### config.mk
export PLATFORM = sky130hd
export DESIGN_NAME = unit_issue_responder
export DESIGN_NICKNAME = d
export VERILOG_FILES = /design/src/rtl/unit_issue_responder_pkg.sv /design/src/rtl/unit_issue_responder_fifo.sv /design/src/rtl/unit_issue_responder.sv
export SDC_FILE = /design/constraint.sdc
export NUM_CORES = 1
export LEC_CHECK = 0
export CAP_MARGIN = 20
export CORE_MARGIN = 2
export CORE_UTILIZATION = 45
export DETAILED_ROUTE_END_ITERATION = 8
export PLACE_DENSITY = 0.79
export RECOVER_POWER = 100
export SLEW_MARGIN = 20
export SYNTH_ARGS = -nofsm -noshare
export SYNTH_HDL_FRONTEND = slang
export SYNTH_HIERARCHICAL = 1
export SYNTH_SLANG_ARGS = --single-unit
### constraint.sdc
create_clock -name clk -period 4.6 [get_ports clk]
set_input_delay 0.69 -clock clk [delete_from_list [all_inputs] [get_ports clk]]
set_output_delay 0.69 -clock clk [all_outputs]
set_load 0.02 [all_outputs]
### src/rtl/unit_issue_responder_pkg.sv
// Shared types for the unit issue responder: queued request entry and FSM state.
// Operand/result and id widths are fixed here so every user of the entry type agrees.
package unit_issue_responder_pkg;

  localparam int XLEN = 32;
  localparam int ID_W = 3;

  typedef struct packed {
    logic [ID_W-1:0] id;
    logic [2:0]      fn3;
    logic [XLEN-1:0] rs1;
    logic [XLEN-1:0] rs2;
  } unit_issue_entry_t;

  typedef enum logic [1:0] {
    IDLE = 2'd0,
    EXEC = 2'd1,
    WB   = 2'd2
  } unit_resp_state_t;

endpackage

### src/rtl/unit_issue_responder_fifo.sv
// In-order request queue for the unit issue responder.
// Pointers and count reset asynchronously; storage carries no reset.
module issue_request_fifo
  import unit_issue_responder_pkg::*;
#(
  parameter int DEPTH = 2
) (
  input  logic              clk,
  input  logic              rst,
  input  logic              push,
  input  unit_issue_entry_t push_data,
  input  logic              pop,
  output unit_issue_entry_t head,
  output logic              full,
  output logic              empty
);

  localparam int PTR_W = (DEPTH > 1) ? $clog2(DEPTH) : 1;
  localparam int CNT_W = $clog2(DEPTH + 1);

  unit_issue_entry_t mem [DEPTH];
  logic [PTR_W-1:0]  wr_ptr;
  logic [PTR_W-1:0]  rd_ptr;
  logic [CNT_W-1:0]  count;
  logic              do_push;
  logic              do_pop;

  function automatic logic [PTR_W-1:0] next_ptr(input logic [PTR_W-1:0] p);
    return (p == PTR_W'(DEPTH - 1)) ? '0 : p + PTR_W'(1);
  endfunction

  assign full    = (count == CNT_W'(DEPTH));
  assign empty   = (count == '0);
  assign do_push = push && !full;
  assign do_pop  = pop && !empty;
  assign head    = mem[rd_ptr];

  always_ff @(posedge clk) begin
    if (do_push) mem[wr_ptr] <= push_data;
  end

  always_ff @(posedge clk or posedge rst) begin
    if (rst) begin
      wr_ptr <= '0;
      rd_ptr <= '0;
      count  <= '0;
    end else begin
      if (do_push) wr_ptr <= next_ptr(wr_ptr);
      if (do_pop)  rd_ptr <= next_ptr(rd_ptr);
      case ({do_push, do_pop})
        2'b10:   count <= count + CNT_W'(1);
        2'b01:   count <= count - CNT_W'(1);
        default: count <= count;
      endcase
    end
  end

endmodule

### src/rtl/unit_issue_responder.sv
// Unit-side issue handshake: queues issued requests, runs them one at a time through
// a multicycle engine and returns results in issue order on the writeback handshake.
//
// state | meaning
// IDLE  | no op in flight, waiting for a queued request
// EXEC  | engine busy, eng_* held, waiting for eng_done
// WB    | result held on wb_*, waiting for wb_ack
module unit_issue_responder
  import unit_issue_responder_pkg::*;
#(
  parameter int DEPTH = 2
) (
  input  logic            clk,
  input  logic            rst,
  input  logic            issue_new_request,
  input  logic [ID_W-1:0] issue_id,
  input  logic [2:0]      issue_fn3,
  input  logic [XLEN-1:0] issue_rs1,
  input  logic [XLEN-1:0] issue_rs2,
  output logic            issue_ready,
  output logic            eng_start,
  output logic [2:0]      eng_fn3,
  output logic [XLEN-1:0] eng_rs1,
  output logic [XLEN-1:0] eng_rs2,
  input  logic            eng_done,
  input  logic [XLEN-1:0] eng_result,
  output logic            wb_done,
  output logic [ID_W-1:0] wb_id,
  output logic [XLEN-1:0] wb_rd,
  input  logic            wb_ack
);

  unit_resp_state_t  state_q;
  unit_resp_state_t  state_d;
  unit_issue_entry_t push_entry;
  unit_issue_entry_t head;
  unit_issue_entry_t exec_q;
  logic              fifo_full;
  logic              fifo_empty;
  logic              push;
  logic              pop;

  assign push_entry = '{id: issue_id, fn3: issue_fn3, rs1: issue_rs1, rs2: issue_rs2};
  assign issue_ready = !fifo_full;
  assign push        = issue_new_request && issue_ready;

  issue_request_fifo #(.DEPTH(DEPTH)) u_fifo (
    .clk       (clk),
    .rst       (rst),
    .push      (push),
    .push_data (push_entry),
    .pop       (pop),
    .head      (head),
    .full      (fifo_full),
    .empty     (fifo_empty)
  );

  always_comb begin
    state_d = state_q;
    pop     = 1'b0;
    case (state_q)
      IDLE: begin
        if (!fifo_empty) begin
          pop     = 1'b1;
          state_d = EXEC;
        end
      end
      EXEC: begin
        if (eng_done) state_d = WB;
      end
      WB: begin
        if (wb_ack) begin
          if (!fifo_empty) begin
            pop     = 1'b1;
            state_d = EXEC;
          end else begin
            state_d = IDLE;
          end
        end
      end
      default: state_d = IDLE;
    endcase
  end

  // The start cycle shows the queue head directly; exec_q holds it from the next cycle on.
  assign eng_start = pop;
  assign eng_fn3   = pop ? head.fn3 : exec_q.fn3;
  assign eng_rs1   = pop ? head.rs1 : exec_q.rs1;
  assign eng_rs2   = pop ? head.rs2 : exec_q.rs2;
  assign wb_done   = (state_q == WB);

  always_ff @(posedge clk or posedge rst) begin
    if (rst) begin
      state_q <= IDLE;
      exec_q  <= '0;
      wb_id   <= '0;
      wb_rd   <= '0;
    end else begin
      state_q <= state_d;
      if (pop) exec_q <= head;
      if (state_q == EXEC && eng_done) begin
        wb_id <= exec_q.id;
        wb_rd <= eng_result;
      end
    end
  end

  always_ff @(posedge clk) begin
    if (!rst) begin
      assert (!(issue_new_request && !issue_ready))
        else $warning("issue_new_request while issue_ready low, request dropped");
      assert (!(eng_done && state_q != EXEC))
        else $warning("eng_done outside EXEC ignored");
    end
  end

endmodule

# Word level (Yosys, flattened, before mapping)

Memory sizes are Yosys's and may differ from the RTL's.
Index checks and enable logic that the tools add are counted.

Register bits: 111
RAM bits: 140
Output and inout port bits: 105
Memories kept: 1

Add/sub/neg operators: 4
Eq/ne operators: 8
Multiplexer cells: 16
Reduce and logical (&&, ||, !) cells: 10

Memory list:

| name       | depth | width | read ports | clocked after Yosys merged registers in | wr ports | line                            | text |
|---|---|---|---|---|---|---|---|
| u_fifo.mem | 2     | 70    | 1          | 0                                       | 1        | unit_issue_responder_fifo.sv:21 | `unit_issue_entry_t mem [DEPTH];` |

Operator list:

| operator              | count |
|---|---|
| $mux W32              | 2 |
| $mux W1               | 7 |
| $eq A2 B2 Y1 const B  | 3 |
| $mux W2               | 3 |
| $pmux W2 S3           | 1 |
| $eq A2 B1 Y1 const B  | 2 |
| $logic_and A1 B1 Y1   | 4 |
| $logic_not A2 Y1      | 2 |
| $ne A2 B2 Y1 const B  | 2 |
| $pmux W2 S2           | 1 |
| $mux W3               | 1 |
| $reduce_and A3 Y1     | 1 |
| $add A1 B1 Y1 const B | 2 |
| $add A2 B1 Y2 const B | 1 |
| $logic_not A1 Y1      | 2 |
| $ne A2 B1 Y1 const B  | 1 |
| $pmux W1 S2           | 1 |
| $reduce_bool A2 Y1    | 1 |
| $sub A2 B1 Y2 const B | 1 |

# Longest topological paths before layout

Gate-level depths: netlist (run 1).

Depth in word-level cells: 7
Depth in mapped cells: 11
Gate-level depth less buffers: 9

# Cells and area by module

Netlist (run 1), hierarchy kept.

By module, submodules not included:

| module               | instances | cells each | area an instance (sq um) | seq. area each (sq um) |
|---|---|---|---|---|
| issue_request_fifo   | 1         | 237        | 5602.9                   | 4304.1 |
| unit_issue_responder | 1         | 311        | 5265.0                   | 2677.6 |

# Worst setup path before layout (run 1)

Ideal clock, no wire load.

Path kind: input-to-reg
Start: input issue_new_request
End: memory u_fifo/mem[0][0] (netlist bit) (enable)
Setup time: 0.498 ns
Data arrival time: 3.862 ns
Slack: 0.239 ns
Cell stages on the path: 3
Buffers on the path: 0
Cell sequence: nor2b_1 -> nand2_1 -> nor2_1

Cells in the longest elaborated chain, start to end: 4

Ends and longest elaborated chain:

| what                          | line                            | text |
|---|---|---|
| start: declaration            | unit_issue_responder.sv:15      | `input logic issue_new_request,` |
| $logic_and A1 B1 Y1           | unit_issue_responder.sv:45      | `assign push = issue_new_request && issue_ready;` |
| $logic_and A1 B1 Y1           | unit_issue_responder_fifo.sv:34 | `assign do_push = push && !full;` |
| $mux W1                       | unit_issue_responder_fifo.sv:39 | `if (do_push) mem[wr_ptr] <= push_data;` |
| $mux W1 (implied by the code) | unit_issue_responder_fifo.sv:39 |  |
| end: declaration              | unit_issue_responder_fifo.sv:21 |  |

No other way between the ends.

==> results.md, run 1 <==
* Status: finished with violations
* Violated checks: max-capacitance violations, max-slew violations
* Worst skew pair latency at 0.52 ns
* Delay of the slowest cell on the worst path at 0.97 ns
* Layout Nets at 878
* CTS Buf Count at 26
* Maximum clock skew at final layout at 0.008152 ns
* Cell area after synthesis at 10870 um^2
* Nets in the synthesized netlist at 656
* Actual slew at the worst max-slew pin at 2.559 ns
* Die area at 25410 um^2
* Peak ir drop on the vdd network at 0.4289 mV
* Final Setup Violations at 0
* Row count at 56
* Final instance area at 13980 um^2
* Placeable core area at 23610 um^2
* Portion of the clock cycle consumed by the worst path in the final layout at 87.65%
* Number of DRC violations after detailed-routing iteration 0 at 209
* HP Class: flop to flop
* Remaining global-route overflow at 0
* Number of iterations in the first detailed-routing pass at 4
* Largest fanout on the critical path at 41
* Final critical delay including setup and external delays at 4.032 ns
* HPWL reported at the end of detailed placement at 13080 um
* Inst Count DP at 1061
* P per Cell Area at 798.6 nW/um^2
* Number of H-tree branching levels at 1
* Resized cells post-CTS at 0
* CTS Root Cell: sky130_fd_sc_hd__clkbuf_16
* Number of buffers and inverters on the critical path at 2
* YS warnings at 6
* Largest area contributor in the netlist: sky130_fd_sc_hd__edfxtp_1
* FF+latch count, synth at 251
* IO buf count at 211
* Horizontal die dimension at 159.4 um
* Setup fix buffers added after clock tree synthesis at 0
* Initial Utilization at 46.03%
* Total count of hold-check failures in the final report at 0
* Clock transition at path regs at 0.06 ns
* Instance count of the mapped netlist at 548
* Detailed-route vias per instance at 4.810
* Share of layout cells above drive strength 1 at 32.15%
* Fraction of synthesized cell area taken by the top area cell type at 38.68%
* Total global-route track usage at 15.20%
* CP required at 3.91 ns
* Arrival time of the worst setup path at 3.34 ns
* Fin Hold WS at 0.4892 ns
* Distinct cells, synth at 20
* Critical path launch point type: flop
* Area overhead of the layout relative to synthesis at 28.62%
* Unrepaired setup endpoints after global routing: false
* Wire length of the first global-routing pass at 30770 um
* Y dimension of the die at 159.4 um
* Placer Congestion at 0.7086
* Slew margin rel. at -71.25%
* CTS max path bufs at 3
* Dpl cell area at 13210 um^2
* Max Clk Rate at 248.0 MHz
* Number of antenna violations at the first check in global routing at 4
* Total DRC errors in the routed layout at 0
* DRT Wirelength at 19610 um
* Library cell contributing the largest single delay on the critical path: sky130_fd_sc_hd__dfrtp_4
* I/O pins at 212
* Length in cells of the worst reg-to-reg path at 6
* Count of cell instances traversed by the critical path at 4
* Final antenna-violating net count at 0
* TritonCTS clock tree: done
* Vias after detailed routing at 5349
* Critical path start-end classification: flop to primary output
* Routed wire per std cell at 17.64 um
* Count of pins over their slew limit at 209
* Per-instance average area after synthesis at 19.83 um^2
* Static power due to leakage at 5.688 nW
* Leading cell types by total area after synthesis: sky130_fd_sc_hd__edfxtp_1 39%, sky130_fd_sc_hd__dfrtp_1 26%, sky130_fd_sc_hd__mux2_4 24%
* Largest net degree at the start of global routing at 71
* Number of instances on the worst hold path at 1
* Worst Setup End Kind: primary output
* Number of hold buffers added after CTS at 0
* Clock sink total at 251
* Top cell family by delay on the critical path: buffers and inverters
* Via count of the first global-routing pass at 5594
* Part of the Yosys area used for sequential elements at 64.24%
* Non-filler cells in the finished layout at 1112
* Sequence of cells on the critical path: clkbuf_1 > mux2_1 > mux2_4 > dlygate4sd3_1
* Number of violations of the max-capacitance limit at 5
* Sum Neg Setup Slack at 0 ns
-- path summary, 6_finish.rpt --
path	from	slack (ns)	endpoint
max	u_fifo/rd_ptr$_DFFE_PP0P_	0.57	eng_rs1[27]
max reg2reg	u_fifo/count[0]$_DFFE_PP0P_	1.06	u_fifo/mem[0][6]$_DFFE_PP_
max in group asynchronous	rst	1.08	exec_q[19]$_DFFE_PP0P_
min	u_fifo/wr_ptr$_DFFE_PP0P_	0.49	u_fifo/wr_ptr$_DFFE_PP0P_
min in group asynchronous	rst	0.53	u_fifo/wr_ptr$_DFFE_PP0P_
min reg2reg	u_fifo/wr_ptr$_DFFE_PP0P_	0.49	u_fifo/wr_ptr$_DFFE_PP0P_
-- layout make-up --
cell class	instances	area, um^2
repair buffers	221	2238
flip-flops and latches	251	6985
inverters	5	20.02
fillers	1815	9634
well taps	319	399.1
clock buffers	44	830.8
diodes	3	7.507
clock inverters	4	93.84
multi-input cells	265	3403
-- cells by family (layout without fill, tap and decap cells) --
group,after synthesis,in the layout,share of synthesized area [%]
buffers and inverters,32,274,3.258
flip-flops,251,251,64.24
adder cells (fa/ha/maj),1,1,0.1151
other,0,3,0
multiplexers,242,242,31.19
AND/OR/NAND/NOR,16,16,0.7483
XOR/XNOR,5,5,0.4030
AO/OA/AOI/OAI,1,1,0.04601
-- flip-flops by register name, indices dropped and copies added (netlist names) --
| register | cells |
|---|---|
| u_fifo/mem | 140 |
| exec_q | 70 |
| wb_rd | 32 |
| wb_id | 3 |
| state_q | 2 |
| u_fifo/count | 2 |
| u_fifo/rd_ptr | 1 |
| u_fifo/wr_ptr | 1 |
-- metrics by stage --
step           worst slack [ns]  power [W]  util [%]
2_1_floorplan            0.2394   0.007853         -
3_3_place_gp              1.002   0.009500     55.93
3_5_place_dp             0.9945   0.009615     55.93
4_1_cts                  0.8054    0.01188     59.85
5_1_grt                  0.3828    0.01175     59.18
6_report                 0.5681    0.01116     59.20
-- routing by layer --
metal	GRT usage, %	vias to the layer above	part of all wire, %
met4	4.298	2	2.2
met1	18.74	2661	42
met2	26.64	165	51
met5	0	-	0.082
li1	-	2491	-
met3	3.751	30	5.2
-- cell usage after synthesis --
cell,number
sky130_fd_sc_hd__mux2_4,177
sky130_fd_sc_hd__edfxtp_1,140
sky130_fd_sc_hd__dfrtp_1,111
sky130_fd_sc_hd__mux2_2,65
sky130_fd_sc_hd__buf_6,14
sky130_fd_sc_hd__buf_12,7
sky130_fd_sc_hd__inv_1,5
sky130_fd_sc_hd__nor2_1,5
sky130_fd_sc_hd__nand2_1,4
sky130_fd_sc_hd__buf_2,3
sky130_fd_sc_hd__buf_4,3
sky130_fd_sc_hd__xnor2_1,3
sky130_fd_sc_hd__nand2b_1,2
sky130_fd_sc_hd__nor2b_1,2
sky130_fd_sc_hd__xor2_1,2
sky130_fd_sc_hd__and3_1,1
sky130_fd_sc_hd__ha_1,1
sky130_fd_sc_hd__nand3b_1,1
sky130_fd_sc_hd__nor2b_2,1
sky130_fd_sc_hd__o21ai_0,1
-- layout by cell type, fill, tap and decap left out, types with 2 or more instances in the layout --
cell type | netlist | final
sky130_fd_sc_hd__mux2_4 | 177 | 141
sky130_fd_sc_hd__mux2_2 | 65 | 64
sky130_fd_sc_hd__dfrtp_1 | 111 | 110
sky130_fd_sc_hd__xnor2_1 | 3 | 3
sky130_fd_sc_hd__clkbuf_1 | 0 | 12
sky130_fd_sc_hd__clkbuf_8 | 0 | 7
sky130_fd_sc_hd__nand2b_1 | 2 | 2
sky130_fd_sc_hd__clkdlybuf4s50_1 | 0 | 33
sky130_fd_sc_hd__nor2_1 | 5 | 5
sky130_fd_sc_hd__edfxtp_1 | 140 | 140
sky130_fd_sc_hd__mux2_1 | 0 | 37
sky130_fd_sc_hd__diode_2 | 0 | 3
sky130_fd_sc_hd__buf_12 | 7 | 5
sky130_fd_sc_hd__inv_1 | 5 | 4
sky130_fd_sc_hd__bufinv_16 | 0 | 3
sky130_fd_sc_hd__xor2_1 | 2 | 2
sky130_fd_sc_hd__dlygate4sd3_1 | 0 | 178
sky130_fd_sc_hd__nand2_1 | 4 | 3
sky130_fd_sc_hd__nor2b_1 | 2 | 3
sky130_fd_sc_hd__clkbuf_16 | 0 | 28
sky130_fd_sc_hd__buf_4 | 3 | 2
-- report_power, final --
part	internal (W)	switching, W	leakage, nW	total, W
combinational	0.00291	0.00236	2.64	0.00527
clock	0.00139	0.000810	0.450	0.00220
sequential	0.00327	0.000426	2.59	0.00369
total	0.00756	0.00360	5.69	0.0112
-- worst register-to-register path, delay by kind of cell, from the launching register on --
kind	cells	cell delay (ns)
flip-flops	1	0.42
buffers and inverters	2	0.42
AND/OR/NAND/NOR	4	2.34
Power figures use the tool's default switching activity.
==> run 2, diff against run 1 <==
- MAX_ROUTING_LAYER: unset -> met4
==> run 2 against run 1 <==
Setup slack better by 0.021 ns; clock-buffer cell count stayed put; worst hold slack hardly changed; clock skew hardly changed; sequential share of layout area hardly changed; register-to-register slack hardly changed; final cell count is 0.27% higher; critical path depth stayed put; the run still ends with max-capacitance violations, max-slew violations left; critical endpoint unchanged.
==> results.md, run 2 (same netlist as run 1, synthesis figures left out) <==
* Largest net degree at the start of global routing at 71 (unchanged)
* Length in cells of the worst reg-to-reg path at 6 (unchanged)
* Slew margin rel. at -70.61% (was -71.25%)
* Total DRC errors in the routed layout at 0 (unchanged)
* Number of hold buffers added after CTS at 0 (unchanged)
* Initial Utilization at 46.03% (unchanged)
* Wire length of the first global-routing pass at 30750 um (was 30770 um)
* Y dimension of the die at 159.4 um (unchanged)
* CTS max path bufs at 3 (unchanged)
* Worst skew pair latency at 0.52 ns (about the same)
* Minimum setup slack among reg-to-reg paths at 1.06 ns (about the same)
* CP required at 3.91 ns (about the same)
* P per Cell Area at 797.7 nW/um^2 (was 798.6 nW/um^2)
* Fin Hold WS at 0.4892 ns (about the same)
* Biggest registers after layout: u_fifo/mem: 140 flops, exec_q: 70 flops, wb_rd: 32 flops (unchanged)
* Resized cells post-CTS at 0 (unchanged)
* Horizontal die dimension at 159.4 um (unchanged)
* Vias after detailed routing at 5355 (was 5349)
* Number of DRC violations after detailed-routing iteration 0 at 187 (was 209)
* Launch point of the worst reg-to-reg path: u_fifo/count[0]$_DFFE_PP0P_ (unchanged)
* Fill cells at 1816 (was 1815)
* FF/Latch Area at 6985 um^2 (unchanged)
* Worst Setup End Kind: primary output (unchanged)
* Peak ir drop on the vdd network at 0.4288 mV (was 0.4289 mV)
* Number of iterations in the first detailed-routing pass at 4 (unchanged)
* Sum Neg Setup Slack at 0 ns (unchanged)
* Die area at 25410 um^2 (unchanged)
* Setup crit start: u_fifo/rd_ptr$_DFFE_PP0P_ (unchanged)
* Critical path start-end classification: flop to primary output (unchanged)
* Final antenna-violating net count at 0 (unchanged)
* Row count at 56 (unchanged)
* Flip-flop count of the largest register after layout at 140 (unchanged)
* Clock transition at path regs at 0.06 ns (about the same)
* Setup fix buffers added after clock tree synthesis at 0 (unchanged)
* Clock sink total at 251 (unchanged)
* Unrepaired setup endpoints after global routing: false (unchanged)
* Multi-input logic area at 3400 um^2 (was 3403 um^2)
* Portion of the clock cycle consumed by the worst path in the final layout at 87.20% (was 87.65%)
* Status: finished with violations (unchanged)
* Placeable core area at 23610 um^2 (unchanged)
* Number of H-tree branching levels at 1 (unchanged)
* Violated checks: max-capacitance violations, max-slew violations (unchanged)
* CTS Root Cell: sky130_fd_sc_hd__clkbuf_16 (unchanged)
* Count of pins over their slew limit at 209 (unchanged)
* Final critical delay including setup and external delays at 4.011 ns (was 4.032 ns)
* Detailed-route vias per instance at 4.803 (was 4.810)
* Most common cell after layout, fill and taps aside: sky130_fd_sc_hd__dlygate4sd3_1 (unchanged)
* Actual slew at the worst max-slew pin at 2.550 ns (was 2.559 ns)
* Largest fanout on the critical path at 41 (unchanged)
* Final Setup Violations at 0 (unchanged)
* CTS Buf Count at 26 (unchanged)
* DRT Wirelength at 19620 um (was 19610 um)
* IO buf count at 211 (unchanged)
* Layout Nets at 878 (unchanged)
* Power Total at 0.01115 W (was 0.01116 W)
* Maximum clock skew at final layout at 0.008630 ns (was 0.008152 ns)
* Area overhead of the layout relative to synthesis at 28.66% (was 28.62%)
* Capture point of the worst path: eng_rs1[27] (unchanged)
* Via count of the first global-routing pass at 5593 (was 5594)
* Number of violations of the max-capacitance limit at 5 (unchanged)
* Total count of hold-check failures in the final report at 0 (unchanged)
* Critical path launch point type: flop (unchanged)
* Arrival time of the worst setup path at 3.32 ns (was 3.34 ns)
* Number of antenna violations at the first check in global routing at 6 (was 4)
* I/O pins at 212 (unchanged)
* HPWL reported at the end of detailed placement at 13080 um (unchanged)
* Max Clk Rate at 249.3 MHz (was 248.0 MHz)
* Register with the most flip-flops: u_fifo/mem (unchanged)
* TritonCTS clock tree: done (unchanged)
* Placer Congestion at 0.7165 (was 0.7086)
* Reg-to-Reg End: u_fifo/mem[0][5]$_DFFE_PP_ (was u_fifo/mem[0][6]$_DFFE_PP_)
* Commonest cells after routing, fill and taps aside: 177 x sky130_fd_sc_hd__dlygate4sd3_1, 140 x sky130_fd_sc_hd__mux2_4, 140 x sky130_fd_sc_hd__edfxtp_1, 110 x sky130_fd_sc_hd__dfrtp_1, 64 x sky130_fd_sc_hd__mux2_2 (was 178 x sky130_fd_sc_hd__dlygate4sd3_1, 141 x sky130_fd_sc_hd__mux2_4, 140 x sky130_fd_sc_hd__edfxtp_1, 110 x sky130_fd_sc_hd__dfrtp_1, 64 x sky130_fd_sc_hd__mux2_2)
* Remaining global-route overflow at 0 (unchanged)
* Total global-route track usage at 15.66% (was 15.20%)
* Static power due to leakage at 5.683 nW (was 5.688 nW)
* HP Class: flop to flop (unchanged)
* Share of layout cells above drive strength 1 at 32.03% (was 32.15%)
* Routed wire per std cell at 17.60 um (was 17.64 um)
## run 2: critical path: stages (launching register included)
cell and delay [ns]:
sky130_fd_sc_hd__dfrtp_4 0.97, sky130_fd_sc_hd__clkbuf_1 0.50, sky130_fd_sc_hd__mux2_1 0.40, sky130_fd_sc_hd__mux2_4 0.27, sky130_fd_sc_hd__dlygate4sd3_1 0.66
## run 2: where the power goes
part	total, W	internal [W]	switching (W)
Clock	0.00220	0.00139	0.000808
Combinational	0.00526	0.00290	0.00236
Sequential	0.00369	0.00327	0.000426
## run 2: stage by stage
stage | cells | utilization, % | setup slack (ns) | instance area (um^2)
after floorplan | 548 | - | 0.2394 | 10870
after global placement | 1061 | 55.93 | 1.002 | 13210
after detailed placement | 1061 | 55.93 | 0.9945 | 13210
after CTS | 1109 | 59.85 | 0.8054 | 14130
after global routing | 1115 | 59.21 | 0.3976 | 13980
final | 1115 | 59.21 | 0.5888 | 13980
## run 2: how the worst min path moves through the flow
| stage | slack [ns] | start | endpoint | cells after the start |
|---|---|---|---|---|
| final | 0.49 | u_fifo/wr_ptr$_DFFE_PP0P_ | u_fifo/wr_ptr$_DFFE_PP0P_ | 1 |
| after global routing | 0.51 | exec_q[32]$_DFFE_PP0P_ | exec_q[32]$_DFFE_PP0P_ | 1 |
| after CTS | 0.42 | rst | u_fifo/rd_ptr$_DFFE_PP0P_ | 2 |
| after detailed placement | 0.48 | u_fifo/count[1]$_DFFE_PP0P_ | u_fifo/count[1]$_DFFE_PP0P_ | 1 |
| after global placement | 0.49 | wb_rd[19]$_DFFE_PP0P_ | wb_rd[19]$_DFFE_PP0P_ | 1 |
| after floorplan | 0.46 | rst | u_fifo/count[0]$_DFFE_PP0P_ | 1 |
## run 2: cell type report
cell class	instances	area share [%]
Sequential cell	251	49.96
Multi-Input combinational cell	265	24.31
Timing Repair Buffer	221	16.01
Clock buffer	44	5.942
Tap cell	319	2.855
Clock inverter	4	0.6711
Inverter	5	0.1432
Antenna cell	6	0.1074
## run 2: metal layers
layer | GRT usage (%) | share of wire, %
met5 | - | 0
met4 | 4.298 | 2.2
met3 | 3.699 | 5.0
met2 | 26.56 | 51
met1 | 18.83 | 42
==> run 3, diff against run 2 <==
--- a/config.mk
+++ b/config.mk
@@ -8,4 +8,4 @@
 export CAP_MARGIN = 20
-export CORE_MARGIN = 2
 export CORE_UTILIZATION = 45
+export CTS_CLUSTER_SIZE = 25
 export DETAILED_ROUTE_END_ITERATION = 8
==> constraint.sdc (replaced) <==
create_clock -name clk -period 4.6 [get_ports clk]
set_input_delay 0.92 -clock clk [delete_from_list [all_inputs] [get_ports clk]]
set_output_delay 0.92 -clock clk [all_outputs]
set_load 0.02 [all_outputs]
==> run 3 against run 2 <==
The run still ends with max-capacitance violations, max-slew violations left; first-iteration DRC count rose by 40%; final cell count decreased by 0.18%; worst hold slack improved by 0.0035 ns; flip-flop and latch count unchanged; via count rose by 0.54%.
==> results.md, run 3 (same netlist as run 1, synthesis figures left out) <==
* Status: finished with violations (unchanged)
* Violated checks: max-capacitance violations, max-slew violations (unchanged)
* Sum Neg Setup Slack at 0 ns (unchanged)
* Critical path start-end classification: input port to primary output (was flop to primary output)
* Total global-route track usage at 16.42% (was 15.66%)
* Count of pins over their slew limit at 165 (was 209)
* Wire length of the first global-routing pass at 30280 um (was 30750 um)
* Final Setup Violations at 0 (unchanged)
* CTS Buf Count at 27 (was 26)
* Number of iterations in the first detailed-routing pass at 4 (unchanged)
* Largest fanout on the critical path at 50 (was 41)
* Commonest cells after routing, fill and taps aside: 179 x sky130_fd_sc_hd__dlygate4sd3_1, 140 x sky130_fd_sc_hd__edfxtp_1, 138 x sky130_fd_sc_hd__mux2_4, 110 x sky130_fd_sc_hd__dfrtp_1, 65 x sky130_fd_sc_hd__mux2_2 (was 177 x sky130_fd_sc_hd__dlygate4sd3_1, 140 x sky130_fd_sc_hd__mux2_4, 140 x sky130_fd_sc_hd__edfxtp_1, 110 x sky130_fd_sc_hd__dfrtp_1, 64 x sky130_fd_sc_hd__mux2_2)
* Register with the most flip-flops: u_fifo/mem (unchanged)
* Vias after detailed routing at 5384 (was 5355)
* Number of antenna violations at the first check in global routing at 5 (was 6)
* Total DRC errors in the routed layout at 0 (unchanged)
* Max Clk Rate at 242.6 MHz (was 249.3 MHz)
* I/O pins at 212 (unchanged)
* Delay of the slowest cell on the worst path at 0.65 ns (was 0.97 ns)
* Initial Utilization at 46.03% (unchanged)
* Placeable core area at 23610 um^2 (unchanged)
* Worst skew pair latency at 0.52 ns (about the same)
* Row count at 56 (unchanged)
* Worst Min Path Start: exec_q[63]$_DFFE_PP0P_ (was u_fifo/wr_ptr$_DFFE_PP0P_)
* TritonCTS clock tree: done (unchanged)
* Fin Hold WS at 0.4927 ns (was 0.4892 ns)
* Area overhead of the layout relative to synthesis at 27.35% (was 28.66%)
* Number of hold buffers added after CTS at 0 (unchanged)
* Horizontal die dimension at 157.4 um (was 159.4 um)
* Actual slew at the worst max-slew pin at 2.512 ns (was 2.550 ns)
* CTS Root Cell: sky130_fd_sc_hd__clkbuf_16 (unchanged)
* Non-filler cells in the finished layout at 1113 (was 1115)
* Flip-flop count of the largest register after layout at 140 (unchanged)
* Routed wire per std cell at 17.77 um (was 17.60 um)
* Via count of the first global-routing pass at 5636 (was 5593)
* Peak ir drop on the vdd network at 0.4818 mV (was 0.4288 mV)
* Critical path launch point type: input port (was flop)
* P per Cell Area at 784.7 nW/um^2 (was 797.7 nW/um^2)
* Launch point of the worst reg-to-reg path: u_fifo/count[0]$_DFFE_PP0P_ (unchanged)
* DRT Wirelength at 19780 um (was 19620 um)
* Most common cell after layout, fill and taps aside: sky130_fd_sc_hd__dlygate4sd3_1 (unchanged)
* Placer Congestion at 0.7449 (was 0.7165)
* Final critical delay including setup and external delays at 4.122 ns (was 4.011 ns)
* IO buf count at 211 (unchanged)
* HP Class: flop to flop (unchanged)
* Detailed-route vias per instance at 4.837 (was 4.803)
* Sequence of cells on the critical path: dlygate4sd3_1 > nand2b_1 > nand2_1 > buf_12 > mux2_4 > dlygate4sd3_1 (was clkbuf_1 > mux2_1 > mux2_4 > dlygate4sd3_1)
* Clock sink total at 251 (unchanged)
* Library cell contributing the largest single delay on the critical path: sky130_fd_sc_hd__dlygate4sd3_1 (was sky130_fd_sc_hd__dfrtp_4)
* Setup fix buffers added after clock tree synthesis at 0 (unchanged)
* Unrepaired setup endpoints after global routing: false (unchanged)
* Static power due to leakage at 5.624 nW (was 5.683 nW)
* HPWL reported at the end of detailed placement at 12980 um (was 13080 um)
* Clock transition at path regs at 0.06 ns (about the same)
* Resized cells post-CTS at 0 (unchanged)
* Biggest registers after layout: u_fifo/mem: 140 flops, exec_q: 70 flops, wb_rd: 32 flops (unchanged)
* Remaining global-route overflow at 0 (unchanged)
* Portion of the clock cycle consumed by the worst path in the final layout at 89.61% (was 87.20%)
* Largest net degree at the start of global routing at 71 (unchanged)
* Share of layout cells above drive strength 1 at 31.31% (was 32.03%)
* Slew margin rel. at -67.48% (was -70.61%)
* Arrival time of the worst setup path at 3.20 ns (was 3.32 ns)
* Top cell family by delay on the critical path: buffers and inverters (unchanged)
* Setup crit start: wb_ack (was u_fifo/rd_ptr$_DFFE_PP0P_)
* Die area at 24780 um^2 (was 25410 um^2)
* Cell with the most instances on the worst path: sky130_fd_sc_hd__dlygate4sd3_1
* Worst Setup End Kind: primary output (unchanged)
* Total count of hold-check failures in the final report at 0 (unchanged)
* Layout Nets at 877 (was 878)
* Final antenna-violating net count at 0 (unchanged)
* Fill cells at 1832 (was 1816)
* CP required at 3.68 ns (was 3.91 ns)
* Number of DRC violations after detailed-routing iteration 0 at 262 (was 187)
* CTS max path bufs at 3 (unchanged)
* Y dimension of the die at 157.4 um (was 159.4 um)
* Maximum clock skew at final layout at 0.007983 ns (was 0.008630 ns)
* Number of buffers and inverters on the critical path at 3 (was 2)
* Inst Count DP at 1059 (was 1061)
* Number of violations of the max-capacitance limit at 4 (was 5)
* Number of H-tree branching levels at 1 (unchanged)
## run 3: changes by cell type in the layout (fill, tap and decap cells not counted), sizes merged
cell / delta
clkbuf: -6
clkinv: +8
clkdlybuf4s50: -2
inv: +1
dlygate4sd3: +2
diode: -1
bufinv: -3
clkinvlp: -1
## run 3: metrics by stage
stage	setup slack, ns	total power [W]	instance area [um^2]	util (%)
after CTS	0.6523	0.01162	14020	59.36
after floorplan	0.009429	0.007853	10870	-
after global routing	0.3222	0.01143	13840	58.62
after global placement	0.8152	0.009486	13210	55.92
after detailed placement	0.8205	0.009598	13210	55.92
final	0.4780	0.01086	13840	58.62
## run 3: worst register-to-register path: cells and delay by family, from the launching register on
family,cells,cell delay (ns)
DFF,1,0.41
buffers and inverters,2,1.31
and+or+nand+nor,4,1.54
## run 3: path summary, 6_finish.rpt
kind	endpoint	slack, ns	depth (start not counted)
max	eng_rs2[27]	0.48	6
min	exec_q[63]$_DFFE_PP0P_	0.49	1
max reg2reg	u_fifo/mem[0][21]$_DFFE_PP_	0.91	6
min reg2reg	exec_q[63]$_DFFE_PP0P_	0.49	1
max in group asynchronous	wb_rd[10]$_DFFE_PP0P_	1.38	2
min in group asynchronous	u_fifo/count[1]$_DFFE_PP0P_	0.75	2
## run 3: metal layers
layer / track usage [%] / share of wire [%] / up-vias
li1: - / - / 2495
met1: 18.79 / 40 / 2689
met2: 28.36 / 50 / 162
met3: 3.965 / 6.6 / 38
met4: 5.132 / 2.7 / 0
met5: - / 0 / -
## run 3: cell type report
class | count | area [um^2] | area share (%)
Inverter | 5 | 18.77 | 0.1356
Antenna cell | 5 | 12.51 | 0.09040
Tap cell | 319 | 399.1 | 2.884
Multi-Input combinational cell | 265 | 3385 | 24.45
Clock inverter | 9 | 37.54 | 0.2712
Sequential cell | 251 | 6985 | 50.47
Clock buffer | 40 | 774.5 | 5.596
Timing Repair Buffer | 219 | 2228 | 16.10
## run 3: power by group
group | internal, W | switching, W
Clock | 0.00115 | 0.000818
Combinational | 0.00285 | 0.00236
Sequential | 0.00327 | 0.000408
